$ cat src/rtl/intra_mode_sched.sv
// intra_mode_sched: sweeps every legal intra mode through the reconstruct adder, keeps the
// cheapest mode by reported cost, then re-issues the winner so reconst holds its result.
module intra_mode_sched #(
  parameter int unsigned MB_SIZE_L = 16,
  parameter int unsigned COST_W    = 16,
  parameter int unsigned TIMEOUT   = 15
) (
  input  logic              clk,
  input  logic              reset,
  input  logic              start,
  input  logic              abort,
  output logic              pa_enable,
  output logic [2:0]        pa_mode,
  input  logic              cost_valid,
  input  logic [COST_W-1:0] cost,
  output logic              busy,
  output logic              done,
  output logic [2:0]        best_mode,
  output logic [COST_W-1:0] best_cost,
  output logic              error
);

  localparam int unsigned NUM_MODES = (MB_SIZE_L == 4) ? 8 : 3;
  localparam int unsigned TMO_W     = (TIMEOUT > 0) ? $clog2(TIMEOUT + 1) : 1;
  localparam logic [2:0]       LastMode = 3'(NUM_MODES - 1);
  localparam logic [TMO_W-1:0] TmoMax   = TMO_W'(TIMEOUT);

  typedef enum logic [2:0] {StIdle, StIssue, StWaitCost, StFinal, StDone} state_e;

  state_e            state_q, state_d;
  logic [2:0]        m_q, m_d;
  logic [TMO_W-1:0]  tmo_q, tmo_d;
  logic [2:0]        pa_mode_d, best_mode_d;
  logic [COST_W-1:0] best_cost_d;
  logic              error_d;

  always_comb begin
    state_d     = state_q;
    m_d         = m_q;
    tmo_d       = tmo_q;
    pa_mode_d   = pa_mode;
    best_mode_d = best_mode;
    best_cost_d = best_cost;
    error_d     = error;
    if (abort && (state_q != StIdle)) begin
      state_d = StIdle;
    end else begin
      unique case (state_q)
        StIdle: begin
          if (start) begin
            state_d     = StIssue;
            m_d         = '0;
            tmo_d       = '0;
            pa_mode_d   = '0;
            best_mode_d = '0;
            best_cost_d = '1;
            error_d     = 1'b0;
          end
        end
        StIssue: state_d = StWaitCost;
        StWaitCost: begin
          if (cost_valid || (tmo_q == TmoMax)) begin
            // A timed-out cost counts as all-ones, so it can never win a strict compare.
            if (!cost_valid) begin
              error_d = 1'b1;
            end else if (cost < best_cost) begin
              best_cost_d = cost;
              best_mode_d = m_q;
            end
            if (m_q != LastMode) begin
              m_d       = m_q + 3'd1;
              tmo_d     = '0;
              pa_mode_d = m_q + 3'd1;
              state_d   = StIssue;
            end else if (best_mode_d == LastMode) begin
              // Adder already holds the winner's reconstruction.
              state_d = StDone;
            end else begin
              pa_mode_d = best_mode_d;
              state_d   = StFinal;
            end
          end else begin
            tmo_d = tmo_q + TMO_W'(1);
          end
        end
        StFinal: state_d = StDone;
        StDone:  state_d = StIdle;
        default: state_d = StIdle;
      endcase
    end
  end

  always_ff @(posedge clk or negedge reset) begin
    if (!reset) begin
      state_q   <= StIdle;
      m_q       <= '0;
      tmo_q     <= '0;
      pa_enable <= 1'b0;
      pa_mode   <= '0;
      busy      <= 1'b0;
      done      <= 1'b0;
      best_mode <= '0;
      best_cost <= '0;
      error     <= 1'b0;
    end else begin
      state_q   <= state_d;
      m_q       <= m_d;
      tmo_q     <= tmo_d;
      pa_enable <= (state_d == StIssue) || (state_d == StFinal);
      pa_mode   <= pa_mode_d;
      busy      <= (state_d != StIdle);
      done      <= (state_d == StDone);
      best_mode <= best_mode_d;
      best_cost <= best_cost_d;
      error     <= error_d;
    end
  end

endmodule

$ cat config.mk
export PLATFORM = sky130hd
export DESIGN_NAME = intra_mode_sched
export DESIGN_NICKNAME = d
export VERILOG_FILES = /design/src/rtl/intra_mode_sched.sv
export SDC_FILE = /design/constraint.sdc
export NUM_CORES = 1
export LEC_CHECK = 0
export CORE_ASPECT_RATIO = 1.5
export CORE_MARGIN = 1
export CORE_UTILIZATION = 50
export CTS_CLUSTER_SIZE = 25
export DETAILED_ROUTE_END_ITERATION = 8
export HOLD_SLACK_MARGIN = 0.15
export PLACE_DENSITY = 0.86
export RECOVER_POWER = 50
export SLEW_MARGIN = 20
export SYNTH_ARGS = -nofsm -noshare
export SYNTH_HDL_FRONTEND = slang
export SYNTH_SLANG_ARGS = --single-unit
export TNS_END_PERCENT = 20
$ cat constraint.sdc
create_clock -name clk -period 2.83 [get_ports clk]
set_input_delay 0.4245 -clock clk [delete_from_list [all_inputs] [get_ports clk]]
set_output_delay 0.4245 -clock clk [all_outputs]
set_load 0.01 [all_outputs]
==> impl_metrics.tcl <==
set metrics [dict create \
    placed_cells 311 \
    grt_usage_pct 25.99 \
    syn2layout_area_growth_pct 32.82 \
    wirelength_um 5156 \
    num_vias 1886 \
    cts.sinks 36 \
    grt_setup_unrepaired "false" \
    cp-end-kind "flop" \
    grt_start_max_net_pins 37 \
    p_per_area_nw_per_um2 630.0 \
    post_cts_resized 0 \
    setup_violations 0 \
    violations "max-capacitance violations, max-slew violations" \
    ys_dominant_reg_cell "dfrtp_1" \
    final_layout_size_suffix_gt1_share_pct 10.58 \
    drc_errors 0 \
    yosysWarnings 0 \
    top_level_ports 47 \
    syn-num-nets 253 \
    htreeDepth 2 \
    numCtsBuffers 5 \
    syn-mean-instance-area_sq_um 9.869 \
    cts_max_path_buffers 2 \
    synth_seq_area_share_pct 42.65 \
    placementRows 28 \
    critPathArrivalTime_ns 2.81 \
    worst-path-max-fanout 5 \
    final_cell_mix "36 x dfrtp_1, 32 x clkdlybuf4s50_1, 27 x inv_1" \
    cts_root_buf "clkbuf_8" \
    period_share_pct 93.48 \
    start_util_pct 52.88 \
    cts_tree "built" \
    grt_pass1_vias 1893 \
    dp_hpwl_um 3885 \
    syn_inst 214 \
    synth-seq-cells 36 \
    nets 312 \
    start_kind "input pin" \
    port_buffers 46 \
    maxSlewHeadroom_pct -29.74 \
    slew_violations 37 \
    grt_pass1_wl_um 8307 \
    outcome "finished with violations" \
    worst_pin_slew_ns 1.946 \
    vias_per_cell 5.912 \
    grt_overflow 0 \
    gp_congestion 0.9614 \
    crit_type "in2reg" \
    drtIter0Drc 41 \
    die_w_um 55.07 \
    syn_area_sq_um 2112 \
    fin_area_sq_um 2805 \
    synthArstFlopShare_pct 100.0 \
    synth_top_area_share_pct 42.65 \
    cts_setup_buffers 0 \
    fp.dieArea_sq_um 4493 \
    synth_top_cell_by_area "dfrtp_1" \
    ir_drop_mv 0.5203 \
    worstSkewPairLatency_ns 0.29 \
    cellLeakagePower_nw 1.300 \
    netlist_top_cells_area "dfrtp_1 43%, ha_1 11%, o22a_1 6.6%" \
    finalNonFillerCells 319 \
    cap_violations 1 \
    clock_skew_ns 0.004552 \
    worstHoldPathType "reg2reg" \
    cts_hold_buf 0 \
    synth_edf_count 0 \
    n_antenna_cell 0 \
    ys_types 45 \
    coreArea_sq_um 3994 \
    layout_min_cycle_time_ns 2.645 \
    drtAntennaViolNets 0 \
    firstDrtPassIters 4 \
    worstPathRequired_ns 3.00 \
    post_dp_cell_area_sq_um 2695 \
    antenna_found_initial 0 \
    final_common_cell "dfrtp_1" \
    clkTransAtPathRegs_ns 0.08 \
    fmax_mhz 378.0 \
    die_y_um 81.60 \
    hold_viol 0 \
    avgRoutedWirePerCell_um 16.16 \
]
==> cell type report <==
class,count,area [sq um]
fill,326,1189
multi-input combinational,145,1079
sequential,36,900.9
timing repair buffer,58,556.8
inverter,27,101.3
clock buffer,5,68.82
tap,45,56.30
clock inverter,3,42.54
==> routing by layer <==
| layer | wire, um | up-vias | share of wire (%) | GRT usage, % |
|---|---|---|---|---|
| met5 | 0 | - | 0 | 0 |
| met4 | 180 | 0 | 3.5 | 13.75 |
| met3 | 195 | 18 | 3.8 | 4.815 |
| met2 | 2806 | 59 | 54 | 46.87 |
| met1 | 1973 | 898 | 38 | 27.03 |
| li1 | - | 911 | - | - |
==> cells in the mapped netlist, types with 4 or more instances <==
cell type	count
dfrtp_1	36
inv_1	27
ha_1	18
o22a_1	16
nand2_1	13
a21oi_1	12
nor2_1	10
o21ai_0	8
nand3_1	7
a211o_1	4
a31oi_1	4
nand2b_1	4
nand4_1	4
==> cell families after synthesis <==
logic type | synth area share (%)
DFF | 42.65
buffers and inverters | 6.279
AOI/OAI and AO/OA | 23.87
and+or+nand+nor | 15.46
muxes | 1.066
adders and majority gates | 10.66
==> through the flow <==
| step | hold WS [ns] | TNS, ns | total power [mW] | utilization, % | setup WS [ns] |
|---|---|---|---|---|---|
| after floorplan | 0.1289 | 0 | 1.026 | - | 0.2983 |
| after global placement | 0.4853 | -0.03532 | 1.322 | 67.48 | -0.03532 |
| after detailed placement | 0.4954 | -0.2020 | 1.337 | 67.48 | -0.07207 |
| after CTS | 0.2417 | 0 | 1.795 | 70.27 | 0.2420 |
| after global routing | 0.5435 | 0 | 1.874 | 70.24 | 0.07254 |
| final | 0.5012 | 0 | 1.767 | 70.24 | 0.1846 |
==> where the power goes <==
part	switching, mW	internal (mW)	total [mW]
logic	0.344	0.311	0.656
registers	0.0629	0.592	0.655
clock network	0.195	0.261	0.456
==> state kept, by name (all words and copies together), names as in the netlist <==
| register | flops |
|---|---|
| tmo_q | 4 |
| pa_enable | 1 |
| error | 1 |
| best_mode | 3 |
| state_q | 3 |
| busy | 1 |
| best_cost | 16 |
| done | 1 |
| pa_mode | 3 |
| m_q | 3 |
==> final timing paths <==
| kind | from | to | slack, ns | depth (start not counted) |
|---|---|---|---|---|
| worst max-delay path | cost[6] | busy$_DFF_PN0_ | 0.18 | 8 |
| worst min-delay path | error$_DFFE_PN0P_ | error$_DFFE_PN0P_ | 0.50 | 2 |
| worst max register to register | best_cost[6]$_DFFE_PN0P_ | busy$_DFF_PN0_ | 0.35 | 8 |
| worst min register to register | error$_DFFE_PN0P_ | error$_DFFE_PN0P_ | 0.50 | 2 |
| max in group asynchronous | reset | best_mode[2]$_DFFE_PN0P_ | 1.05 | 1 |
| min in group asynchronous | reset | tmo_q[1]$_DFFE_PN0P_ | 0.67 | 1 |
==> critical path, cell delays in order <==
cell	delay (ns)
clkdlybuf4s50_1	0.43
ha_1	0.34
a41oi_1	0.21
o21ai_0	0.12
a2bb2oi_1	0.32
a2111oi_0	0.18
a211o_1	0.27
or4_1	0.51
Note: power is estimated with default switching activity, not from simulation.
